File: src/rtl/stream_demux_collect.sv
// stream_demux_collect: 1-to-LANES deserializing demux with valid/ready handshakes.
// Serial words are steered round-robin into LANES holding registers; a complete (or
// flushed partial) group is presented in parallel with a count of valid lanes.
module stream_demux_collect #(
    parameter int unsigned WORD_SIZE = 16,
    parameter int unsigned LANES     = 4,
    parameter int unsigned CNT_W     = $clog2(LANES + 1)
) (
    input  logic                       clk,
    input  logic                       reset,
    input  logic [WORD_SIZE-1:0]       in_data,
    input  logic                       in_valid,
    output logic                       in_ready,
    input  logic                       flush,
    output logic [LANES*WORD_SIZE-1:0] out_data,
    output logic [CNT_W-1:0]           out_count,
    output logic                       out_valid,
    input  logic                       out_ready
);

    localparam int unsigned IDX_W = $clog2(LANES);

    typedef enum logic [0:0] {StFill, StFull} state_e;

    state_e                 state_q, state_d;
    logic [IDX_W-1:0]       idx_q, idx_d;
    logic [CNT_W-1:0]       count_q, count_d;
    logic [WORD_SIZE-1:0]   lane_q [LANES];
    logic [WORD_SIZE-1:0]   lane_d [LANES];
    logic                   in_xfer;
    logic                   out_xfer;

    // Handshake outputs; in FULL the input may only advance when the group leaves.
    always_comb begin
        out_valid = (state_q == StFull);
        in_ready  = !reset && ((state_q == StFill) || out_ready);
        in_xfer   = in_valid && in_ready;
        out_xfer  = out_valid && out_ready;
        out_count = count_q;
    end

    // Flatten lane registers onto the parallel output bus.
    always_comb begin
        out_data = '0;
        for (int k = 0; k < LANES; k++) begin
            out_data[k*WORD_SIZE +: WORD_SIZE] = lane_q[k];
        end
    end

    // Next-state: lane steering, group closing and group hand-off.
    always_comb begin
        state_d = state_q;
        idx_d   = idx_q;
        count_d = count_q;
        lane_d  = lane_q;
        unique case (state_q)
            StFill: begin
                if (in_xfer) begin
                    lane_d[idx_q] = in_data;
                    // First word of a group clears the rest so flushed groups pad with 0.
                    if (idx_q == '0) begin
                        for (int k = 1; k < LANES; k++) begin
                            lane_d[k] = '0;
                        end
                    end
                    if ((idx_q == IDX_W'(LANES - 1)) || flush) begin
                        state_d = StFull;
                        count_d = CNT_W'(idx_q) + CNT_W'(1);
                        idx_d   = '0;
                    end else begin
                        idx_d = idx_q + IDX_W'(1);
                    end
                end else if (flush && (idx_q != '0)) begin
                    state_d = StFull;
                    count_d = CNT_W'(idx_q);
                    idx_d   = '0;
                end
            end
            StFull: begin
                if (out_xfer) begin
                    state_d = StFill;
                    count_d = '0;
                    idx_d   = '0;
                    // Word arriving on the hand-off cycle opens the next group at lane 0.
                    if (in_xfer) begin
                        lane_d[0] = in_data;
                        for (int k = 1; k < LANES; k++) begin
                            lane_d[k] = '0;
                        end
                        idx_d = IDX_W'(1);
                    end
                end
            end
            default: state_d = StFill;
        endcase
    end

    // State registers with synchronous reset; partial data is discarded on reset.
    always_ff @(posedge clk) begin
        if (reset) begin
            state_q <= StFill;
            idx_q   <= '0;
            count_q <= '0;
            for (int k = 0; k < LANES; k++) begin
                lane_q[k] <= '0;
            end
        end else begin
            state_q <= state_d;
            idx_q   <= idx_d;
            count_q <= count_d;
            for (int k = 0; k < LANES; k++) begin
                lane_q[k] <= lane_d[k];
            end
        end
    end

endmodule

File: config.mk
export PLATFORM = sky130hd
export DESIGN_NAME = stream_demux_collect
export DESIGN_NICKNAME = d
export VERILOG_FILES = /design/src/rtl/stream_demux_collect.sv
export SDC_FILE = /design/constraint.sdc
export NUM_CORES = 1
export LEC_CHECK = 0
export BUFFER_PORTS_ARGS = -buffer_cell sky130_fd_sc_hd__buf_2
export CORE_MARGIN = 2
export CORE_UTILIZATION = 45
export DETAILED_ROUTE_END_ITERATION = 6
export GPL_ROUTABILITY_DRIVEN = 0
export GPL_TIMING_DRIVEN = 0
export PLACE_DENSITY = 0.74
export SLEW_MARGIN = 40
export SYNTH_ARGS = -nofsm -noshare
export SYNTH_HDL_FRONTEND = slang
export SYNTH_SLANG_ARGS = --single-unit
File: constraint.sdc
create_clock -name clk -period 2.4 [get_ports clk]
set_input_delay 0.24 -clock clk [delete_from_list [all_inputs] [get_ports clk]]
set_output_delay 0.24 -clock clk [all_outputs]
set_load 0.03 [all_outputs]
; Yosys cells after proc, flatten, opt, wreduce, memory -nomap -nowiden
; Index checks and enable logic that the tools add are counted.
[totals]
register_bits = 70
latchBits = 0
ramBits = 0
romBits = 0
input_bits = 21
out_inout_bits = 69
elab_cells = 56
n_memories = 0
[classes]
add_sub_neg = 2
multipliers = 0
n_div = 0
magnitude_cmp = 2
n_eq_ne = 6
n_shift = 0
mux = 24
bitwise_logic = 2
n_reduce_logical = 13
[ops]
columns = cell, count
row1 = $mux W64, 3
row2 = $pmux W64 S2, 1
row3 = $bwmux W64, 1
row4 = $mux W48, 1
row5 = $demux W16 S2, 1
row6 = $mux W16, 1
row7 = $mux W3, 4
row8 = $mux W2, 4
row9 = $ne A3 B2 Y1 const B, 2
row10 = $pmux W3 S2, 1
row11 = $reduce_and A3 Y1, 2
row12 = $logic_and A1 B1 Y1, 5
row13 = $mux W1, 5
row14 = $ne A2 B1 Y1 const B, 2
row15 = $pmux W2 S2, 1
row16 = $add A2 B1 Y3 const B, 1
row17 = $ge A3 B3 Y1 const B, 1
row18 = $lt A3 B1 Y1 const B, 1
row19 = $not A2 Y3, 1
row20 = $add A2 B1 Y2 const B, 1
row21 = $eq A2 B2 Y1 const B, 1
row22 = $logic_not A2 Y1, 1
row23 = $logic_or A1 B1 Y1, 2
row24 = $ne A2 B2 Y1 const B, 1
row25 = 5 further kinds, 5

; Logic depth before layout (Yosys ltp)
; Gate-level depths: netlist of the first run.
[logic_depth]
ltp_word = 9
mapped_depth = 8
mapped_depth_nobuf = 6

; Worst setup path before layout of the first run
; No wires, ideal clock.
[synth_timing]
path_type = flip-flop to flip-flop
start = register idx_q[0]
end = register lane_q (netlist bit out_data[53])
t_arrival_ns = 1.669
required_ns = 2.341
path_slack_ns = 0.672
path_stages_with_launch = 8
n_path_buf = 2
synth_period_minus_slack_ns = 1.728
cell_sequence = dfxtp_1 inv_1 ha_1 buf_4 or3_4 a31oi_4 buf_6 a22o_1
[synth_via]
elab_chain_len = 9
elab_cells_between_ends = 11
cone_classes = order compare: 2 / mux: 6 / bitwise: 1 / reduce/logical: 2
[synth_rtl]
columns = item, line_no
row1 = from (decl), 26  ; logic [IDX_W-1:0] idx_q, idx_d;
row2 = from (signal assigned), 109  ; idx_q <= idx_d;
row3 = $not A2 Y3 (not written as such), 59  ; lane_d[idx_q] = in_data;
row4 = $ge A3 B3 Y1 (not written as such) / $lt A3 B1 Y1 (equally long branches), 59
row5 = $logic_and A1 B1 Y1 (not written as such), 59
row6 = $mux W16 (not written as such), 59
row7 = $demux W16 S2, 59
row8 = $bwmux W64, 59
row9 = $mux W48 (*), 61  ; if (idx_q == '0) begin
row10 = $mux W64 (*), 58  ; if (in_xfer) begin
row11 = $pmux W64 S2 (*), 56  ; unique case (state_q)
row12 = "to (signal, indexed assignment)", 112  ; lane_q[k] <= lane_d[k];
row13 = to (decl), 28  ; logic [WORD_SIZE-1:0] lane_q [LANES];
; Mark *: on every way between the ends. The rest lies on a longest branch, timed or not. The select of a mux whose other input is x is not followed.
; A chain may end at the register's enable or synchronous reset.

; Worst setup path after layout of the first run
[layout_timing]
start = register idx_q[0]
end = register lane_q (netlist bit out_data[47])
; Same word-level chain as after synthesis.

==> impl_metrics.csv, run 1 <==
group,metric,value,unit
worst_setup_path,worstSetupEndpointType,"flop",
worst_hold_path,hold_path.class,"input pin to flop",
sta,fmaxAchievable,508,MHz
sta,final_hold_viol_count,0,
clock_network,cells_resized_by_post_cts_repair,0,
detailed_routing,route.top_layer_used,"met4",
die,floorplan.die.height,81.5,um
clock_network,cts_tree,"yes",
power_and_ir_drop,p_per_area,733,nW/um^2
yosys,synth.yosys.warnings,0,
clock_network,cts_max_level,3,
grt,first_pass_grt_wire_length,10100,um
die,die_w,81.5,um
yosys,syn-num-nets,275,
yosys,yosysTopAreaCell,"dfxtp_1",
yosys,synth.yosys.seq_area_share,0.519,
clock_network,tritoncts.num_buffers,9,
place,place_area,3230,um^2
clock_network,post_cts_hold_buffer_count,0,
detailed_routing,postRouteAntennaNets,0,
yosys,yosys.cell_count.top_type,"dfxtp_1",
detailed_routing,vias,2264,
worst_setup_path,crit_path_max_fanout,10,
detailed_routing,detail_route.drc_violations,0,
cells_and_area,fin_area,3450,um^2
detailed_routing,met2_wirelength,3020,um
sta,timing.clock.skew,7.34,ps
yosys,async_flop_share,0,
yosys,synth_commonest_cells,"dfxtp_1 (70), a22o_1 (32), nor2_1 (22), nand2b_1 (20), mux2i_1 (19)",
detailed_routing,met3WireLength,384,um
detailed_routing,via_cell_ratio,5.28,
grt,overflow,0,
detailed_routing,finalWirelength,6690,um
worst_setup_path,r2r.worst_path.cells,7,
cells_and_area,final_layout_size_suffix_gt1_frac,0.367,
detailed_routing,drtIter0Drc,119,
worst_hold_path,whs_path_depth,2,
die,dieArea,6640,um^2
grt,grt_max_degree,14,
clock_network,setup_fix_buffers_added_after_clock_tree_synthesis,0,
worst_setup_path,regToRegSetupSlack,430,ps
cells_and_area,areaGrowthSynthToFinish,27.9,%
detailed_routing,first_pass_iters,4,
grt,initial_antenna_violation_count,0,
cells_and_area,final_nets,374,
worst_setup_path,critPathRequiredTime,2690,ps
yosys,post_synth_edffs,0,
worst_setup_path,crit-reg2reg-capture,"out_data[47]$_SDFFE_PP0P_",
yosys,postSynthAreaPerCell,10.8,um^2
clock_network,clock_sink_total,70,
power_and_ir_drop,power.ir.vdd_worst,0.000314,V
worst_hold_path,min_from,"in_data[11]",
sta,setup_violations,0,
clock_network,clk_transition_reported_paths,80,ps
clock_network,clock_path_buffers,2,
place,numPortBuffers,88,
sta,finalWorstPathRequiredPeriod,1970,ps
outcome,run_status,"finished clean",
cells_and_area,fill_cells,507,
sta,worst-slew-pin-transition,580,ps
clock_network,insertion_delay,340,ps
sta,grt_setup_unrepaired,"no",
grt,first_global_vias,2002,
detailed_routing,routedLengthMet1,3190,um
yosys,synth_largest_type_area_fraction,0.519,
cells_and_area,antenna_cell_count,0,
sta,slew-limit-headroom,0.612,
yosys,synth_cell_types,37,
grt,grt.total_usage,0.202,
yosys,dominant_cells_by_area_after_synthesis,"dfxtp_1 (52%), a22o_1 (10%), mux2i_1 (7.0%), nand2b_1 (4.6%), a21oi_1 (3.3%)",
flow_run,drv_cap,0,
die,core,5850,um^2
yosys,syn_area,2700,um^2
die,fp-row-count,28,
cells_and_area,final_core_utilization,0.590,
worst_setup_path,timing.critical_path.arrival,2250,ps
yosys,synthCells,250,
yosys,dominantRegCellSynth,"dfxtp_1",
sta,slew_violations,0,
worst_setup_path,critPathLaunchType,"flop",
worst_hold_path,timing.hold.worst_endpoint,"out_data[43]$_SDFFE_PP0P_",
clock_network,cts_root_buf,"clkbuf_8",
sta,final_min_period_over_clock_period,0.820,
die,initial_utilization,0.462,
place,place.detailed.hpwl,4840,um
sta,fin_setup_tns,0,ps
detailed_routing,drt-wirelength-per-cell,15.6,um
power_and_ir_drop,power_leakage,1.57,nW
yosys,ys_ff_latch,70,
die,num_io_pins,90,
worst_setup_path,regToRegStartpoint,"idx_q[0]$_SDFFE_PP0P_",
worst_setup_path,setup.worst_path.class,"flop to flop",
==> metal layers <==
metal	vias up	global-route usage
met5	-	0
met4	0	0.0763
met3	9	0.0418
met2	68	0.307
met1	1085	0.283
li1	1102	-
==> metrics by stage <==
stage | hold WS [ps] | worst slack [ps] | power, mW | cells
finish | 165 | 433 | 2.53 | 429
global route | 165 | 344 | 2.62 | 429
CTS | 160 | 414 | 2.55 | 429
detailed placement | 454 | 440 | 1.51 | 413
global placement | 451 | 473 | 1.50 | 413
floorplan | 373 | 672 | 1.42 | 250
==> state kept, by name, indices dropped and copies added (netlist names) <==
name and count:
idx_q 2, out_count 3, out_data 64, out_valid 1
==> cell usage in the layout, fill, tap and decap left out, types with 4 or more instances in the layout <==
| master | count |
|---|---|
| clkbuf_1 | 5 |
| ha_1 | 4 |
| dfxtp_1 | 70 |
| a21oi_1 | 18 |
| a22o_1 | 32 |
| nor2_1 | 22 |
| clkbuf_8 | 9 |
| buf_2 | 93 |
| nand2b_1 | 20 |
| mux2i_1 | 19 |
| nand3_1 | 16 |
| inv_1 | 5 |
==> cells by family after synthesis <==
family                     count (synthesis)  share of synthesized area
and+or+nand+nor                           71                      0.148
buffers and inverters                     22                     0.0496
adders and majority gates                  4                     0.0185
DFF                                       70                      0.519
xor gates and xnor gates                   1                    0.00324
AOI/OAI and AO/OA                         63                      0.191
muxes                                     19                     0.0704
==> power by group <==
part | switching (mW) | internal, mW | leakage (nW)
sequential | 0.0147 | 1.18 | 0.566
combinational | 0.179 | 0.106 | 0.889
clock | 0.462 | 0.591 | 0.114
total | 0.656 | 1.88 | 1.57
==> critical path, stage by stage (launching register included) <==
cell and delay [ps]:
dfxtp_1 420, inv_1 110, ha_1 200, buf_4 170, or3_4 340, a31oi_4 330
buf_6 210, a22o_1 140
==> layout make-up <==
cell class	count	area, um^2	area share
Clock buffer	9	124	0.0359
Sequential cell	70	1400	0.406
Buffer	17	115	0.0333
Tap cell	75	93.8	0.0272
Timing Repair Buffer	88	440	0.127
Clock inverter	7	96.3	0.0279
Multi-Input combinational cell	158	1160	0.337
Inverter	5	18.8	0.00543
==> how the worst max path moves through the flow <==
stage	from	to	slack [ps]	cells past startpoint
floorplan	idx_q[0]$_SDFFE_PP0P_	out_data[53]$_SDFFE_PP0P_	670	7
global placement	idx_q[0]$_SDFFE_PP0P_	out_data[44]$_SDFFE_PP0P_	470	7
detailed placement	idx_q[0]$_SDFFE_PP0P_	out_data[44]$_SDFFE_PP0P_	440	7
CTS	idx_q[0]$_SDFFE_PP0P_	out_data[38]$_SDFFE_PP0P_	410	7
global route	idx_q[0]$_SDFFE_PP0P_	out_data[38]$_SDFFE_PP0P_	340	7
finish	idx_q[0]$_SDFFE_PP0P_	out_data[47]$_SDFFE_PP0P_	430	7
(Power assumes the default switching activity.)
==> run 2, diff against run 1 <==
--- a/config.mk
+++ b/config.mk
@@ -5,6 +5,7 @@
 export SDC_FILE = /design/constraint.sdc
 export NUM_CORES = 1
 export LEC_CHECK = 0
+export ABC_AREA = 1
 export BUFFER_PORTS_ARGS = -buffer_cell sky130_fd_sc_hd__buf_2
 export CORE_MARGIN = 2
 export CORE_UTILIZATION = 45
==> constraint.sdc (replaced) <==
create_clock -name clk -period 1.9 [get_ports clk]
set_input_delay 0.19 -clock clk [delete_from_list [all_inputs] [get_ports clk]]
set_output_delay 0.19 -clock clk [all_outputs]
set_load 0.03 [all_outputs]
==> run 2 against run 1 <==
Net effect:
- sequential share of layout area decreased by 2.2 points
- core utilization decreased by 0.39 points
- count of clock-buffer cells in the layout unchanged
- combinational power increased by 24%
- critical path type unchanged
- highest routed layer unchanged
==> impl_metrics.csv, run 2 <==
group,metric,value,unit
cells_and_area,largest_reg_flops,64,
detailed_routing,finalWirelength,7360,um
place,place.detailed.hpwl,5510,um
grt,overflow,0,
yosys,yosys.cell_count.top_type,"nand2_1",
die,fp-row-count,29,
flow_run,drv_cap,0,
yosys,synth_cell_types,25,
worst_setup_path,critPathSlowestCell,"dfxtp_2",
worst_setup_path,timing.critical_path.buf_inv,3,
grt,first_global_vias,2499,
yosys,synth_commonest_cells,"nand2_1 (81), dfxtp_1 (70), a21oi_1 (56), inv_1 (26), nor2_1 (26)",
sta,final_hold_viol_count,0,
worst_hold_path,hold_path.class,"input pin to flop",
power_and_ir_drop,share_clk_of_total_power,0.414,
sta,timing.clock.skew,5.27,ps
clock_network,cts_tree,"yes",
worst_setup_path,regToRegStartpoint,"idx_q[0]$_SDFFE_PP0P_",
worst_setup_path,timing.critical_path.arrival,2010,ps
die,dieArea,6990,um^2
detailed_routing,vias,2666,
power_and_ir_drop,switching_power_share_of_the_total,0.266,
detailed_routing,drt-wirelength-per-cell,13.6,um
sta,fmaxAchievable,574,MHz
sta,worst-slew-pin-transition,708,ps
cells_and_area,areaGrowthSynthToFinish,28.4,%
yosys,synthCells,360,
detailed_routing,detail_route.drc_violations,0,
outcome,run_status,"finished clean",
yosys,synth.yosys.warnings,0,
sta,final_min_period_over_clock_period,0.917,
yosys,async_flop_share,0,
clock_network,tritoncts.num_buffers,9,
power_and_ir_drop,p_per_area,873,nW/um^2
worst_setup_path,r2r.worst_path.cells,8,
worst_setup_path,path_depth,8,
power_and_ir_drop,intPower,2.34,mW
yosys,ys_ff_latch,70,
sta,fin_setup_tns,0,ps
detailed_routing,drtIter0Drc,112,
power_and_ir_drop,power.ir.vdd_worst,0.000490,V
grt,grt.total_usage,0.212,
worst_setup_path,cell_chain_critical_path,"inv_1 -> ha_1 -> nor2_4 -> inv_2 -> buf_4 -> nor2_2 -> nand3_1 -> a21oi_1",
clock_network,post_cts_hold_buffer_count,0,
power_and_ir_drop,comb_power_share,0.110,
power_and_ir_drop,power_leakage,1.65,nW
detailed_routing,first_pass_iters,5,
yosys,dominant_cells_by_area_after_synthesis,"dfxtp_1 (49%), nand2_1 (11%), a21oi_1 (9.8%), o21ai_0 (3.9%), nand3_1 (3.5%)",
clock_network,setup_fix_buffers_added_after_clock_tree_synthesis,0,
yosys,postSynthAreaPerCell,7.92,um^2
power_and_ir_drop,p_switching,0.851,mW
clock_network,clock_path_buffers,2,
place,numPortBuffers,88,
sta,grt_setup_unrepaired,"no",
clock_network,insertion_delay,340,ps
clock_network,clock_sink_total,70,
power_and_ir_drop,total_power,3.19,mW
grt,first_pass_grt_wire_length,11900,um
clock_network,clk_transition_reported_paths,80,ps
die,die_w,83.6,um
worst_setup_path,crit_path_max_fanout,10,
grt,grt_max_degree,14,
yosys,post_synth_edffs,0,
sta,finalWorstPathRequiredPeriod,1740,ps
worst_setup_path,setup.worst_path.class,"flop to flop",
worst_setup_path,critPathRequiredTime,2170,ps
yosys,dominantRegCellSynth,"dfxtp_1",
worst_setup_path,path_delay_family,"simple AND/OR/NAND/NOR gates",
worst_setup_path,timing.critical_path.from,"idx_q[0]$_SDFFE_PP0P_",
worst_setup_path,regToRegSetupSlack,160,ps
worst_setup_path,critPathLaunchType,"flop",
clock_network,cts_max_level,3,
yosys,synth_largest_type_area_fraction,0.491,
yosys,yosysTopAreaCell,"dfxtp_1",
die,initial_utilization,0.457,
cells_and_area,final_layout_size_suffix_gt1_frac,0.345,
yosys,syn_area,2850,um^2
cells_and_area,antenna_cell_count,0,
worst_setup_path,worstSetupEndpointType,"flop",
die,core,6240,um^2
cells_and_area,mostFrequentLayoutCells,"buf_2 (95), nand2_1 (81), dfxtp_1 (68)",
sta,setup_violations,0,
clock_network,cts_root_buf,"clkbuf_8",
cells_and_area,final_nets,484,
sta,slew_violations,0,
die,num_io_pins,90,
worst_setup_path,cp-endpoint,"out_data[28]$_SDFFE_PP0P_",
die,floorplan.die.height,83.6,um
yosys,synth.yosys.seq_area_share,0.491,
sta,slew-limit-headroom,0.528,
worst_setup_path,crit-reg2reg-capture,"out_data[28]$_SDFFE_PP0P_",
detailed_routing,postRouteAntennaNets,0,
worst_setup_path,crit_path_max_incr_delay,390,ps
cells_and_area,layout_commonest_cell,"buf_2",
power_and_ir_drop,part_of_the_power_in_registers,0.476,
grt,initial_antenna_violation_count,0,
detailed_routing,via_cell_ratio,4.93,
yosys,syn-num-nets,385,
run 2: cell types whose count changed in the layout (fill, tap and decap cells not counted), sizes merged, moves of 3 or more:
cell	before	now
nand2b	20	0
inv	7	30
nand2	3	93
mux2i	19	0
a21oi	20	67
a22o	32	0
nor2	22	31
o21ai	1	22
nor3	4	1
nand3	16	21
run 2: worst reg2reg max path: cells and delay by family, from the launching register on:
family / cells / cell delay [ps]
buffers and inverters: 3 / 410
flip-flops: 1 / 390
AND/OR/NAND/NOR: 3 / 490
adder cells (fa/ha/maj): 1 / 240
AO/OA/AOI/OAI: 1 / 150
run 2: cell type report:
| type | instances | area, um^2 |
|---|---|---|
| Clock inverter | 7 | 97.6 |
| Sequential cell | 70 | 1400 |
| Timing Repair Buffer | 88 | 440 |
| Inverter | 30 | 118 |
| Clock buffer | 9 | 124 |
| Fill cell | 587 | 2580 |
| Multi-Input combinational cell | 240 | 1270 |
| Tap cell | 77 | 96.3 |
| Buffer | 20 | 106 |
run 2: metrics by stage:
| stage | cell area, um^2 | instances | worst slack (ps) | utilization | hold WS, ps |
|---|---|---|---|---|---|
| floorplan | 2850 | 360 | 267 | - | 339 |
| global placement | 3390 | 525 | -87.2 | 0.543 | 433 |
| detailed placement | 3390 | 525 | -148 | 0.543 | 447 |
| CTS | 3640 | 541 | 1.80 | 0.584 | 81.6 |
| global route | 3660 | 541 | 34.1 | 0.587 | 110 |
| finish | 3660 | 541 | 157 | 0.587 | 82.9 |
run 2: worst min path at each step:
stage	start	end	depth (start not counted)
floorplan	in_data[0]	out_data[0]$_SDFFE_PP0P_	2
global placement	reset	out_data[32]$_SDFFE_PP0P_	2
detailed placement	reset	out_data[32]$_SDFFE_PP0P_	2
CTS	reset	out_data[32]$_SDFFE_PP0P_	2
global route	reset	out_data[32]$_SDFFE_PP0P_	2
finish	reset	out_data[32]$_SDFFE_PP0P_	2
run 2: metal layers:
layer | track usage | part of all wire | vias up
met2 | 0.342 | 0.47 | 77
li1 | - | - | 1357
met3 | 0.0554 | 0.057 | 8
met4 | 0.0704 | 0.012 | 0
met5 | 0 | 0 | -
met1 | 0.277 | 0.46 | 1224
run 2: timing repair:
| action | in CTS | in global routing |
|---|---|---|
| setup endpoints to repair | 30 | 30 |
| gates resized for setup | 13 | 7 |
| pin swaps | 0 | 0 |
| endpoints found under the hold margin | 0 | 0 |
run 2: cells by family (layout without fill, tap and decap cells):
logic type                 Yosys count  in the layout  synth area share
adders and majority gates            4              4            0.0176
DFF                                 70             70             0.491
and+or+nand+nor                    146            146             0.238
AOI/OAI and AO/OA                   90             90             0.176
buffers and inverters               50            154            0.0772
run 2: power groups by stage:
stage               registers (mW)  logic (mW)  clock network [mW]
floorplan                     1.62       0.172                   0
global placement              1.55       0.335                   0
detailed placement            1.55       0.340                   0
CTS                           1.52       0.348                1.34
global route                  1.52       0.385                1.40
finish                        1.52       0.352                1.32
==> run 3, diff against run 2 <==
--- a/config.mk
+++ b/config.mk
@@ -13,6 +13,7 @@
 export GPL_ROUTABILITY_DRIVEN = 0
 export GPL_TIMING_DRIVEN = 0
 export PLACE_DENSITY = 0.74
+export RECOVER_POWER = 100
 export SLEW_MARGIN = 40
 export SYNTH_ARGS = -nofsm -noshare
 export SYNTH_HDL_FRONTEND = slang
==> run 3 against run 2 <==
Net effect:
- first-iteration DRC count fell by 12%
- cell count unchanged
- global-route usage unchanged
- critical path depth stayed put
- power decreased by 0.45%
- highest routed layer unchanged
==> impl_metrics.csv, run 3 (synthesis results as in run 2) <==
group,metric,value,unit
detailed_routing,detail_route.drc_violations,0,
flow_run,drv_cap,0,
power_and_ir_drop,power.ir.vdd_worst,0.000489,V
clock_network,cts_tree,"yes",
die,fp-row-count,29,
cells_and_area,fill_cells,628,
sta,slew_violations,0,
detailed_routing,first_pass_iters,4,
worst_setup_path,critPathLaunchType,"flop",
grt,first_global_vias,2499,
place,numPortBuffers,88,
grt,grt_max_degree,14,
worst_setup_path,worstSetupEndpointType,"flop",
die,die_w,83.6,um
sta,final_min_period_over_clock_period,0.916,
detailed_routing,vias,2659,
cells_and_area,largest_reg_flops,64,
place,place.detailed.hpwl,5510,um
worst_setup_path,cell_chain_critical_path,"inv_1 -> ha_1 -> nor2_4 -> inv_2 -> buf_4 -> nor2_2 -> nand3_1 -> a21oi_1",
power_and_ir_drop,p_switching,0.848,mW
grt,initial_antenna_violation_count,0,
clock_network,cts_root_buf,"clkbuf_8",
grt,grt.total_usage,0.212,
power_and_ir_drop,share_clk_of_total_power,0.415,
die,num_io_pins,90,
place,place_area,3390,um^2
detailed_routing,route.top_layer_used,"met4",
clock_network,setup_fix_buffers_added_after_clock_tree_synthesis,0,
die,core,6240,um^2
cells_and_area,antenna_cell_count,0,
sta,fmaxAchievable,575,MHz
sta,worst-slew-pin-transition,709,ps
power_and_ir_drop,total_power,3.18,mW
cells_and_area,areaGrowthSynthToFinish,24.9,%
cells_and_area,mostFrequentLayoutCells,"nand2_1 (81), clkbuf_1 (77), dfxtp_1 (68)",
grt,first_pass_grt_wire_length,11900,um
detailed_routing,met2_wirelength,3500,um
detailed_routing,met3WireLength,350,um
place,post-place-ws,-148,ps
cells_and_area,seq_area,1400,um^2
power_and_ir_drop,switching_power_share_of_the_total,0.267,
grt,overflow,0,
outcome,run_status,"finished clean",
clock_network,insertion_delay,340,ps
power_and_ir_drop,intPower,2.33,mW
sta,timing.clock.skew,4.35,ps
sta,slew-limit-headroom,0.527,
cells_and_area,fin_area,3560,um^2
worst_hold_path,hold_path.class,"input pin to flop",
cells_and_area,layout_commonest_cell,"nand2_1",
sta,setup_violations,0,
cells_and_area,final_nets,484,
detailed_routing,drtIter0Drc,99,
power_and_ir_drop,comb_power_share,0.107,
detailed_routing,via_cell_ratio,4.91,
die,initial_utilization,0.457,
die,dieArea,6990,um^2
power_and_ir_drop,part_of_the_power_in_registers,0.478,
die,floorplan.die.height,83.6,um
power_and_ir_drop,power_leakage,1.35,nW
sta,finalWorstPathRequiredPeriod,1740,ps
clock_network,clock_path_buffers,2,
detailed_routing,postRouteAntennaNets,0,
detailed_routing,drt-wirelength-per-cell,13.7,um
clock_network,post_cts_hold_buffer_count,0,
worst_setup_path,crit_path_max_fanout,10,
cells_and_area,multi_input_comb_area,1260,um^2
clock_network,clock_sink_total,70,
worst_setup_path,path_delay_family,"simple AND/OR/NAND/NOR gates",
clock_network,clk_transition_reported_paths,70,ps
sta,grt_setup_unrepaired,"no",
clock_network,tritoncts.num_buffers,9,
worst_setup_path,timing.critical_path.arrival,2010,ps
sta,final_critical_path_setup_slack,160,ps
cells_and_area,final_layout_size_suffix_gt1_frac,0.194,
worst_setup_path,timing.critical_path.buf_inv,3,
sta,final_hold_viol_count,0,
detailed_routing,routedLengthMet1,3460,um
cells_and_area,final_core_utilization,0.571,
worst_setup_path,critPathRequiredTime,2170,ps
sta,fin_setup_tns,0,ps
clock_network,cts_max_level,3,
power_and_ir_drop,p_per_area,893,nW/um^2
detailed_routing,finalWirelength,7400,um
worst_setup_path,setup.worst_path.class,"flop to flop",
worst_setup_path,crit_path_max_incr_delay,390,ps
worst_setup_path,critPathSlowestCell,"dfxtp_2",
[run 3: worst reg2reg max path: cells and delay by family, from the launching register on]
family / cells / cell delay [ps]
simple gates: 3 / 500
buf+inv: 3 / 400
flops: 1 / 390
fa+ha+maj: 1 / 240
compound gates: 1 / 130
[run 3: path summary, 6_finish.rpt]
check                                                from                   endpoint  slack (ps)  cells past startpoint
worst max-delay path                idx_q[0]$_SDFFE_PP0P_  out_data[21]$_SDFFE_PP0P_         160                      8
worst min-delay path                                reset  out_data[32]$_SDFFE_PP0P_          90                      2
worst max register to register      idx_q[0]$_SDFFE_PP0P_  out_data[21]$_SDFFE_PP0P_         160                      8
worst min register to register  out_data[47]$_SDFFE_PP0P_  out_data[47]$_SDFFE_PP0P_         460                      2
[run 3: per-stage QoR]
| step | instances | hold slack (ps) |
|---|---|---|
| 3_5_place_dp | 525 | 447 |
| 5_1_grt | 541 | 110 |
| 6_report | 541 | 88.6 |
| 3_3_place_gp | 525 | 433 |
| 4_1_cts | 541 | 81.6 |
| 2_1_floorplan | 360 | 339 |
[run 3: timing repair]
action                                  in CTS  in global routing
endpoints found under the setup margin      30                 30
gates resized for setup                     13                  7
hold endpoints to repair                     0                  0
[run 3: routing by layer]
| layer | up-vias | track usage |
|---|---|---|
| met5 | - | 0 |
| met3 | 9 | 0.0554 |
| li1 | 1360 | - |
| met4 | 0 | 0.0704 |
| met2 | 66 | 0.342 |
| met1 | 1224 | 0.277 |
[run 3: final cells by class]
type,instances,share of cell area
Sequential cell,70,0.394
Multi-Input combinational cell,240,0.355
Timing Repair Buffer,88,0.0998
Clock buffer,9,0.0348
Inverter,30,0.0330
Buffer,20,0.0285
Clock inverter,7,0.0274
Tap cell,77,0.0271
[run 3: power by group through the flow]
| stage | Sequential (mW) | Combinational (mW) | Clock [mW] |
|---|---|---|---|
| 2_1_floorplan | 1.62 | 0.172 | 0 |
| 3_3_place_gp | 1.55 | 0.335 | 0 |
| 3_5_place_dp | 1.55 | 0.340 | 0 |
| 4_1_cts | 1.52 | 0.348 | 1.34 |
| 5_1_grt | 1.53 | 0.372 | 1.40 |
| 6_report | 1.52 | 0.341 | 1.32 |
